## src/rtl/dff_seq_ctrl.sv

```systemverilog
// dff_seq_ctrl: drives a WIDTH-bit pattern serially into an external
// flip-flop (LSB first) and checks its output one cycle later.
// Optional feature: define NOUT_CHECK_EN to also check that ff_qn is the
// complement of ff_q at every compare edge (sets comp_err, counts an error).
//
// state | meaning
// IDLE  | waiting for start; ff_d = 0
// DRIVE | first bit on ff_d, nothing to compare yet
// RUN   | bit idx on ff_d, previous bit compared at the closing edge
// FLUSH | ff_d = 0, last bit compared at the closing edge
// DONE  | one-cycle done pulse, pass valid
module dff_seq_ctrl #(
  parameter int WIDTH = 8
) (
  input  logic             clk,
  input  logic             rst,
  input  logic             start,
  input  logic [WIDTH-1:0] pattern,
  output logic             ff_d,
  input  logic             ff_q,
  input  logic             ff_qn,
  output logic             busy,
  output logic             done,
  output logic             pass,
  output logic [3:0]       err_count,
  output logic             comp_err
);

  localparam int IW = $clog2(WIDTH);
  localparam logic [IW-1:0] LAST = IW'(WIDTH - 1);

  typedef enum logic [2:0] {IDLE, DRIVE, RUN, FLUSH, DONE} state_t;

  state_t           state;
  logic [IW-1:0]    idx;
  logic [WIDTH-1:0] drv_sh;   // bits still to be driven, next one in bit 0
  logic [WIDTH-1:0] chk_sh;   // bits still to be checked, next one in bit 0
  logic             cmp_en;
  logic             q_bad;
  logic             qn_bad;
  logic             bit_err;
  logic [3:0]       err_next;

  // Compare the flip-flop output against the bit driven one cycle earlier
  always_comb begin
    cmp_en = (state == RUN) || (state == FLUSH);
    q_bad  = (ff_q != chk_sh[0]);
`ifdef NOUT_CHECK_EN
    qn_bad = (ff_qn == ff_q);
`else
    qn_bad = 1'b0;
`endif
    // A bit counts at most once even if both outputs are wrong
    bit_err  = cmp_en && (q_bad || qn_bad);
    err_next = (bit_err && (err_count != 4'hF)) ? err_count + 4'd1 : err_count;
  end

  // Sequencer: state, serial drive, error counting and registered status
  always_ff @(posedge clk) begin
    if (rst) begin
      state     <= IDLE;
      idx       <= '0;
      drv_sh    <= '0;
      chk_sh    <= '0;
      ff_d      <= 1'b0;
      busy      <= 1'b0;
      done      <= 1'b0;
      pass      <= 1'b0;
      err_count <= 4'd0;
    end else begin
      done      <= 1'b0;
      err_count <= err_next;
      case (state)
        IDLE: begin
          if (start) begin
            state     <= DRIVE;
            drv_sh    <= pattern >> 1;
            chk_sh    <= pattern;
            ff_d      <= pattern[0];
            idx       <= '0;
            busy      <= 1'b1;
            err_count <= 4'd0;
          end
        end
        DRIVE: begin
          state  <= RUN;
          idx    <= IW'(1);
          ff_d   <= drv_sh[0];
          drv_sh <= drv_sh >> 1;
        end
        RUN: begin
          chk_sh <= chk_sh >> 1;
          if (idx == LAST) begin
            state <= FLUSH;
            ff_d  <= 1'b0;
          end else begin
            idx    <= idx + IW'(1);
            ff_d   <= drv_sh[0];
            drv_sh <= drv_sh >> 1;
          end
        end
        FLUSH: begin
          state <= DONE;
          ff_d  <= 1'b0;
          busy  <= 1'b0;
          done  <= 1'b1;
          pass  <= (err_next == 4'd0);
          idx   <= '0;
        end
        DONE: begin
          state <= IDLE;
        end
        default: begin
          state <= IDLE;
        end
      endcase
    end
  end

`ifdef NOUT_CHECK_EN
  // Sticky complement-violation flag, cleared when a new run is accepted
  always_ff @(posedge clk) begin
    if (rst) begin
      comp_err <= 1'b0;
    end else if ((state == IDLE) && start) begin
      comp_err <= 1'b0;
    end else if (cmp_en && qn_bad) begin
      comp_err <= 1'b1;
    end
  end
`else
  logic unused_qn;
  assign unused_qn = ff_qn;
  assign comp_err  = 1'b0;
`endif

endmodule

```

## config.mk

```make
export PLATFORM = sky130hd
export DESIGN_NAME = dff_seq_ctrl
export DESIGN_NICKNAME = d
export VERILOG_FILES = /design/src/rtl/dff_seq_ctrl.sv
export SDC_FILE = /design/constraint.sdc
export NUM_CORES = 1
export LEC_CHECK = 0
export BUFFER_PORTS_ARGS = -buffer_cell sky130_fd_sc_hd__buf_4
export CAP_MARGIN = 20
export CORE_MARGIN = 1
export CORE_UTILIZATION = 33
export DETAILED_ROUTE_END_ITERATION = 6
export SYNTH_ARGS = -nofsm -noshare
export SYNTH_HDL_FRONTEND = slang
export SYNTH_SLANG_ARGS = --single-unit
```

## constraint.sdc

```tcl
create_clock -name clk -period 3.05 [get_ports clk]
set_input_delay 0.1525 -clock clk [delete_from_list [all_inputs] [get_ports clk]]
set_output_delay 0.1525 -clock clk [all_outputs]
set_load 0.02 [all_outputs]
```

==> results of run 1 <==
-- worst max-delay path by stage --
stage,slack (ns),end
floorplan,1.51,drv_sh[3]$_SDFFE_PP0P_
global placement,1.06,drv_sh[0]$_SDFFE_PP0P_
detailed placement,1.01,drv_sh[3]$_SDFFE_PP0P_
CTS,0.99,drv_sh[3]$_SDFFE_PP0P_
global route,0.81,drv_sh[6]$_SDFFE_PP0P_
finish,1.00,drv_sh[2]$_SDFFE_PP0P_
-- layout by cell type, fill, tap and decap left out, drive strengths merged, types with 2 or more instances in the layout --
cell / synthesis / final
buf: 7 / 19
xnor2: 2 / 2
inv: 2 / 2
ha: 3 / 3
nor2: 30 / 30
nand3b: 2 / 2
nor3: 5 / 5
mux2i: 16 / 16
nand3: 3 / 3
or2: 3 / 3
nand2b: 6 / 6
a211oi: 15 / 15
clkbuf: 2 / 7
a22oi: 2 / 2
dfxtp: 29 / 29
a21oi: 7 / 7
nand2: 7 / 7
-- metrics by stage --
stage	hold slack (ns)	cells
finish	0.167	225
global route	0.194	225
CTS	0.157	225
detailed placement	0.462	217
global placement	0.451	217
floorplan	0.319	155
-- worst reg2reg max path, stage by stage, from the launching register on --
cell      delay (ns)
dfxtp_1         0.76
or2_1           0.23
a21oi_2         0.08
a211oi_4        0.58
nor2_1          0.12
a211oi_2        0.21
-- power groups by stage --
| stage | Clock [mW] | Combinational (mW) | Sequential [mW] |
|---|---|---|---|
| 6_report | 0.413 | 0.203 | 0.446 |
| 5_1_grt | 0.446 | 0.223 | 0.451 |
| 4_1_cts | 0.429 | 0.206 | 0.447 |
| 3_5_place_dp | 0 | 0.205 | 0.455 |
| 3_3_place_gp | 0 | 0.200 | 0.453 |
| 2_1_floorplan | 0 | 0.177 | 0.445 |
-- final cells by class --
class,instances,area share [%]
repair buffers,19,7.93
inverters,2,0.417
clock buffers,7,4.80
clock inverters,1,1.67
flip-flops and latches,29,32.3
well taps,52,3.62
multi-input cells,115,49.3
-- registers in the layout (all words and copies together), names as in the netlist --
name,flops
err_count,4
idx,3
drv_sh,7
pass,1
state,3
done,1
chk_sh,8
busy,1
ff_d,1
-- routing by layer --
layer | routed length [um] | GRT usage [%] | vias to the layer above
li1 | - | - | 584
met1 | 1350 | 15.7 | 525
met4 | 80 | 8.00 | 0
met5 | 0 | 0 | -
met3 | 104 | 4.18 | 7
met2 | 1360 | 19.3 | 16
-- logic make-up (layout without fill, tap and decap cells) --
family / after synthesis / count (layout) / share of synthesized area [%]
buffers and inverters: 11 / 29 / 4.87
AOI/OAI and AO/OA: 31 / 31 / 19.2
muxes: 16 / 16 / 10.4
DFF: 29 / 29 / 37.6
adders and majority gates: 3 / 3 / 2.43
xor gates and xnor gates: 3 / 3 / 2.92
and+or+nand+nor: 61 / 61 / 22.3
other: 1 / 1 / 0.243
==> metrics.md, run 1 <==
| Metric | Value |
|---|---|
| Placed cell area | approximately 1700 sq um |
| YS warnings | 0 |
| Cts bufs inserted | 5 |
| Rows | 24 |
| Reg area | about 580 sq um |
| Avg Inst Size Synth | about 10 sq um |
| Maximum vdd drop | 208 uV |
| Slew @ Worst Pin | just under 0.7 ns |
| Initial antenna violation count | 0 |
| Crit-path cells | or2_1 > a21oi_2 > a211oi_4 > nor2_1 > a211oi_2 |
| Overall power | 1.06 mW |
| Post-synthesis cell count | 155 |
| Critical Path Stages | 5 |
| Path depth of the worst reg2reg path | 5 |
| Routed vias/inst | ~5.0 |
| Max_cap viols | 0 |
| Synthesized area | around 1500 sq um |
| Setup WS pre-CTS | ~1.0 ns |
| Largest net degree at the start of global routing | 27 |
| I/O Buffers | 19 |
| Buf+Inv Stages, Crit Path | 0 |
| Most frequent cell after synthesis | dfxtp_1 |
| Remaining global-route overflow | 0 |
| Vias in the first global route | approximately 1,000 |
| Setup Total Neg Slack | 0 ns |
| Worst Hold Path EP | drv_sh[6]$_SDFFE_PP0P_ |
| Top cells by area, synth | dfxtp_1, a211oi_2, mux2i_1 |
| Multi-input gate area in the final layout | ~890 sq um |
| Post-synth top cells | dfxtp_1, nor2_1, mux2i_1 |
| CTS tree | yes |
| RSZ-0062 raised after global routing | no |
| Hold/Removal Path Class | primary input to register |
| Seq/Total Area, Yosys | between 30 and 40% |
| Outcome | finished clean |
| Number of synthesized flops with an enable pin | 0 |
| Combinational Power Share | a little under a fifth |
| Clk_lat worst skew | 0.29 ns |
| Area Overhead vs Synth | 16.6% |
| Drt pass-1 iters | 4 |
| Die width | roughly 70 um |
| Overall Global Routing Usage | between 10% and 20% |
| Clock Power Share | 38.9% |
| Leak | 0.707 nW |
| Final setup skew | between 0.007 and 0.008 ns |
| I/O Pins | 22 |
| Fillers | roughly 430 |
| Slew Viols, Final | 0 |
| DR iter-0 viols | slightly above 50 |
| RR Endpoint | drv_sh[2]$_SDFFE_PP0P_ |
| Worst reg2reg setup slack | 1.00 ns |
| Die area | slightly below 5000 sq um |
| Setup CP Type | register to register |
| CTS Buffer Depth | 2 |
| Hold Path Depth | 3 |
| CTS HTree Levels | 2 |
| Layout cell share with drive strength beyond 1 | about 29% |
| CP endpoint kind | register |
| Final Wtd Congestion | about 0.73 |
| Slowest stage cell, crit path | dfxtp_1 |
| Worst Path Required | roughly 3.3 ns |
| Worst path max stage delay | 0.76 ns |
| Routed vias | between 1,000 and 1,500 |
| Synth cell types | 44 |
| Top cell type's share of synthesized area | 37.6% |
| Hold Path Origin | pattern[7] |
| # setup viols final | 0 |
| HPWL after DPL | ~2100 um |
| Final WL | 2900 um |
| Net Switching | around 0.29 mW |
| First-pass GRT wire length | between 4000 and 5000 um |
| Cell area after layout | ~1800 sq um |
| # resized after CTS | 0 |
| Crit. Startpoint | state[1]$_SDFFE_PP0P_ |
| Max-slew headroom | a little over half |
| Sw Ratio | between 20% and 30% |
| Setup slack after layout | ~1.0 ns |
| Startpoint class of the critical path | register |
| Achievable frequency | between 400 and 500 MHz |
| Antenna viol nets, final | 0 |
| Initial core utilization | a little over a third |
| # nets final | around 190 |
| WL/cell | 12.9 um |
| Pint | a little under 0.8 mW |
| Top cell family by delay on the critical path | compound AO/OA/AOI/OAI gates |
| Util after Layout | approximately two fifths |
| Post-synth top flop | dfxtp_1 |
| CTS sink count | 29 |
| Worst-path maximum fanout | 14 |
| CORE AREA | 4410 sq um |
| WP data arrival | 2.26 ns |
| ANT cells | 0 |
| Clk pin slew, worst setup/hold paths | roughly 0.060 ns |
| Final Hold Violating Endpoints | 0 |
| Fin crit share | between 60% and 70% |
| Post-CTS Hold Fix Bufs | 0 |
| Mapped Nets | roughly 170 |
| Remaining DRCs | 0 |
| Reg2reg start | state[1]$_SDFFE_PP0P_ |
| Yosys top cell by area | dfxtp_1 |
| Clk root buf | clkbuf_8 |
| Flops & latches, synth | 29 |
| Synth async-reset ratio | 0% |
| Power Density | slightly below 600 nW/um^2 |
| Die H | ~70 um |
| Sequential power share | about two fifths |
| Post-CTS setup buffer count | 0 |
| Crit path time final | a little over 2 ns |
(Power assumes the default switching activity.)
==> run 2, diff against run 1 <==
Settings changed: ABC_AREA set to 1.
Clock period 3.05 ns to 1.7 ns, I/O delays scaled along.
==> metrics.md, run 2 <==
| Metric | Value |
|---|---|
| Outcome | finished clean (unchanged) |
| Placed cells | 267 (was 217) |
| Clk_lat worst skew | 0.29 ns (about the same) |
| Drt pass-1 iters | 4 (unchanged) |
| Post-CTS Hold Fix Bufs | 0 (unchanged) |
| Largest net degree at the start of global routing | 19 (was 27) |
| Final setup skew | 0.00111 ns (was 0.00729 ns) |
| Remaining DRCs | 0 (unchanged) |
| I/O Buffers | 19 (unchanged) |
| Max_cap viols | 0 (unchanged) |
| Maximum vdd drop | 541 uV (was 208 uV) |
| Die area | 4680 sq um (was 4950 sq um) |
| Setup WS pre-CTS | 0.221 ns (was 1.01 ns) |
| Clk pin slew, worst setup/hold paths | 0.06 ns (about the same) |
| Biggest register | chk_sh (unchanged) |
| Yosys top cell by area | dfxtp_1 (unchanged) |
| Worst hold slack | 0.108 ns (was 0.167 ns) |
| Achievable frequency | 670 MHz (was 488 MHz) |
| First-pass GRT wire length | 5090 um (was 4830 um) |
| Leak | 0.799 nW (was 0.707 nW) |
| Most common cell after layout, fill and taps aside | nand2_1 (was dfxtp_1) |
| I/O Pins | 22 (unchanged) |
| CTS tree | yes (unchanged) |
| Path depth of the worst reg2reg path | 7 (was 5) |
| CTS sink count | 29 (unchanged) |
| Critical path destination | drv_sh[0]$_SDFFE_PP0P_ (was drv_sh[2]$_SDFFE_PP0P_) |
| Crit path time final | 1.49 ns (was 2.05 ns) |
| Final Hold Violating Endpoints | 0 (unchanged) |
| Layout cell share with drive strength beyond 1 | 20.0% (was 29.5%) |
| YS warnings | 0 (unchanged) |
| Worst-path maximum fanout | 6 (was 14) |
| Clk root buf | clkbuf_8 (unchanged) |
| Hold/Removal Path Class | primary input to register (unchanged) |
| WP data arrival | 1.72 ns (was 2.26 ns) |
| Worst Path Required | 1.93 ns (was 3.26 ns) |
| ANT cells | 0 (unchanged) |
| Crit. Startpoint | idx[0]$_SDFFE_PP0P_ (was state[1]$_SDFFE_PP0P_) |
| Regs by FF count | chk_sh: 8 flops, drv_sh: 7 flops, err_count: 4 flops (unchanged) |
| CORE AREA | 4120 sq um (was 4410 sq um) |
| Setup Total Neg Slack | 0 ns (unchanged) |
| Post-synthesis cell count | 202 (was 155) |
| Top cells by area, synth | dfxtp_1, nand2_1, nor2_1 (was dfxtp_1, a211oi_2, mux2i_1) |
| Final cell count without fillers | 275 (was 225) |
| Number of synthesized flops with an enable pin | 0 (unchanged) |
| Post-CTS setup buffer count | 0 (unchanged) |
| CTS HTree Levels | 2 (unchanged) |
| Most frequent cells in the layout | nand2_1, nor2_1, dfxtp_1, a21oi_1, buf_4 (was dfxtp_1, nor2_1, buf_4, mux2i_1, a211oi_2) |
| # resized after CTS | 0 (unchanged) |
| CTS Buffer Depth | 2 (unchanged) |
| Initial antenna violation count | 0 (unchanged) |
| Area Overhead vs Synth | 18.8% (was 16.6%) |
| RR Endpoint | drv_sh[0]$_SDFFE_PP0P_ (was drv_sh[2]$_SDFFE_PP0P_) |
| DR iter-0 viols | 87 (was 51) |
| Startpoint class of the critical path | register (unchanged) |
| Fin crit share | 87.8% (was 67.2%) |
| Worst reg2reg setup slack | 0.21 ns (was 1.00 ns) |
| Synthesized area | 1450 sq um (was 1540 sq um) |
| Final WL | 3010 um (was 2900 um) |
| Routed vias/inst | 4.68 (was 5.03) |
| Slew Viols, Final | 0 (unchanged) |
| Flops & latches, synth | 29 (unchanged) |
| Overall Global Routing Usage | 15.4% (was 12.8%) |
| Mapped Nets | 218 (was 171) |
| Antenna viol nets, final | 0 (unchanged) |
| HPWL after DPL | 2190 um (was 2070 um) |
| Most frequent cell after synthesis | nand2_1 (was dfxtp_1) |
| Largest register FFs | 8 (unchanged) |
| Reg2reg start | idx[0]$_SDFFE_PP0P_ (was state[1]$_SDFFE_PP0P_) |
| Remaining global-route overflow | 0 (unchanged) |
| Routed vias | 1,286 (was 1,132) |
| # nets final | 240 (was 188) |
| RSZ-0062 raised after global routing | no (unchanged) |
| Die H | 68.4 um (was 70.4 um) |
| CP endpoint kind | register (unchanged) |
| Top cell type's share of synthesized area | 39.9% (was 37.6%) |
| Initial core utilization | 35.3% (was 34.9%) |
| Die width | 68.4 um (was 70.4 um) |
| Vias in the first global route | 1,201 (was 1,038) |
| Setup CP Type | register to register (unchanged) |
| Power Density | 971 nW/um^2 (was 590 nW/um^2) |
| WL/cell | 11.0 um (was 12.9 um) |
| Setup slack after layout | 0.208 ns (was 1.00 ns) |
| Post-synth top cells | nand2_1, nor2_1, dfxtp_1 (was dfxtp_1, nor2_1, mux2i_1) |
| Rows | 23 (was 24) |
| Final Wtd Congestion | 0.790 (was 0.730) |
| Cts bufs inserted | 5 (unchanged) |
| Avg Inst Size Synth | 7.20 sq um (was 9.95 sq um) |
| Seq/Total Area, Yosys | 39.9% (was 37.6%) |
| Post-synth top flop | dfxtp_1 (unchanged) |
| # setup viols final | 0 (unchanged) |
| Synth cell types | 27 (was 44) |
| Synth async-reset ratio | 0% (unchanged) |
-- run 2: cells by family after synthesis --
kind of cell / count (synthesis) / synth area share [%]
flops: 29 / 39.9
buf+inv: 21 / 7.31
compound gates: 39 / 16.5
simple gates: 109 / 33.4
other cells: 1 / 0.258
fa+ha+maj: 3 / 2.58
-- run 2: worst min path at each step --
stage                          start                      to  slack [ns]  cells after the start
after global routing      pattern[7]  drv_sh[6]$_SDFFE_PP0P_        0.12                      3
after detailed placement         rst  chk_sh[7]$_SDFFE_PP0P_        0.41                      2
final                            rst       pass$_SDFFE_PP0P_        0.11                      2
after CTS                        rst       pass$_SDFFE_PP0P_        0.11                      2
after floorplan           pattern[7]  chk_sh[7]$_SDFFE_PP0P_        0.25                      2
after global placement    pattern[7]  drv_sh[6]$_SDFFE_PP0P_        0.41                      3
-- run 2: worst max-delay path, stage by stage (launching register included) --
cell	delay (ns)
dfxtp_1	0.32
ha_1	0.20
ha_1	0.24
nand2_4	0.11
nand2_4	0.07
a21oi_2	0.25
o21ai_0	0.14
nor2_1	0.10
-- run 2: per-layer routing --
| metal | vias to the layer above | track usage (%) | wire length [um] |
|---|---|---|---|
| met5 | - | 0 | 0 |
| met4 | 0 | 10.2 | 56 |
| li1 | 691 | - | - |
| met1 | 567 | 18.6 | 1510 |
| met3 | 9 | 4.00 | 145 |
| met2 | 19 | 23.7 | 1300 |
-- run 2: cell type report --
type / count / area (sq um)
clock buffers: 7 / 96.3
clock inverters: 1 / 5.00
fillers: 457 / 2390
inverters: 16 / 65.1
multi-input cells: 152 / 767
flip-flops and latches: 29 / 581
well taps: 50 / 62.6
repair buffers: 20 / 150
-- run 2: stage by stage --
step                      power (mW)  area (sq um)  utilization [%]
after floorplan                0.993          1450                -
after CTS                       1.71          1730             42.0
after global placement          1.06          1630             39.5
after detailed placement        1.06          1630             39.5
final                           1.68          1730             42.0
after global routing            1.78          1730             42.0
-- run 2: report_power, final --
group          internal [mW]  switching [mW]
clock                  0.365           0.265
combinational          0.106           0.182
sequential             0.729          0.0287
total                   1.20           0.475
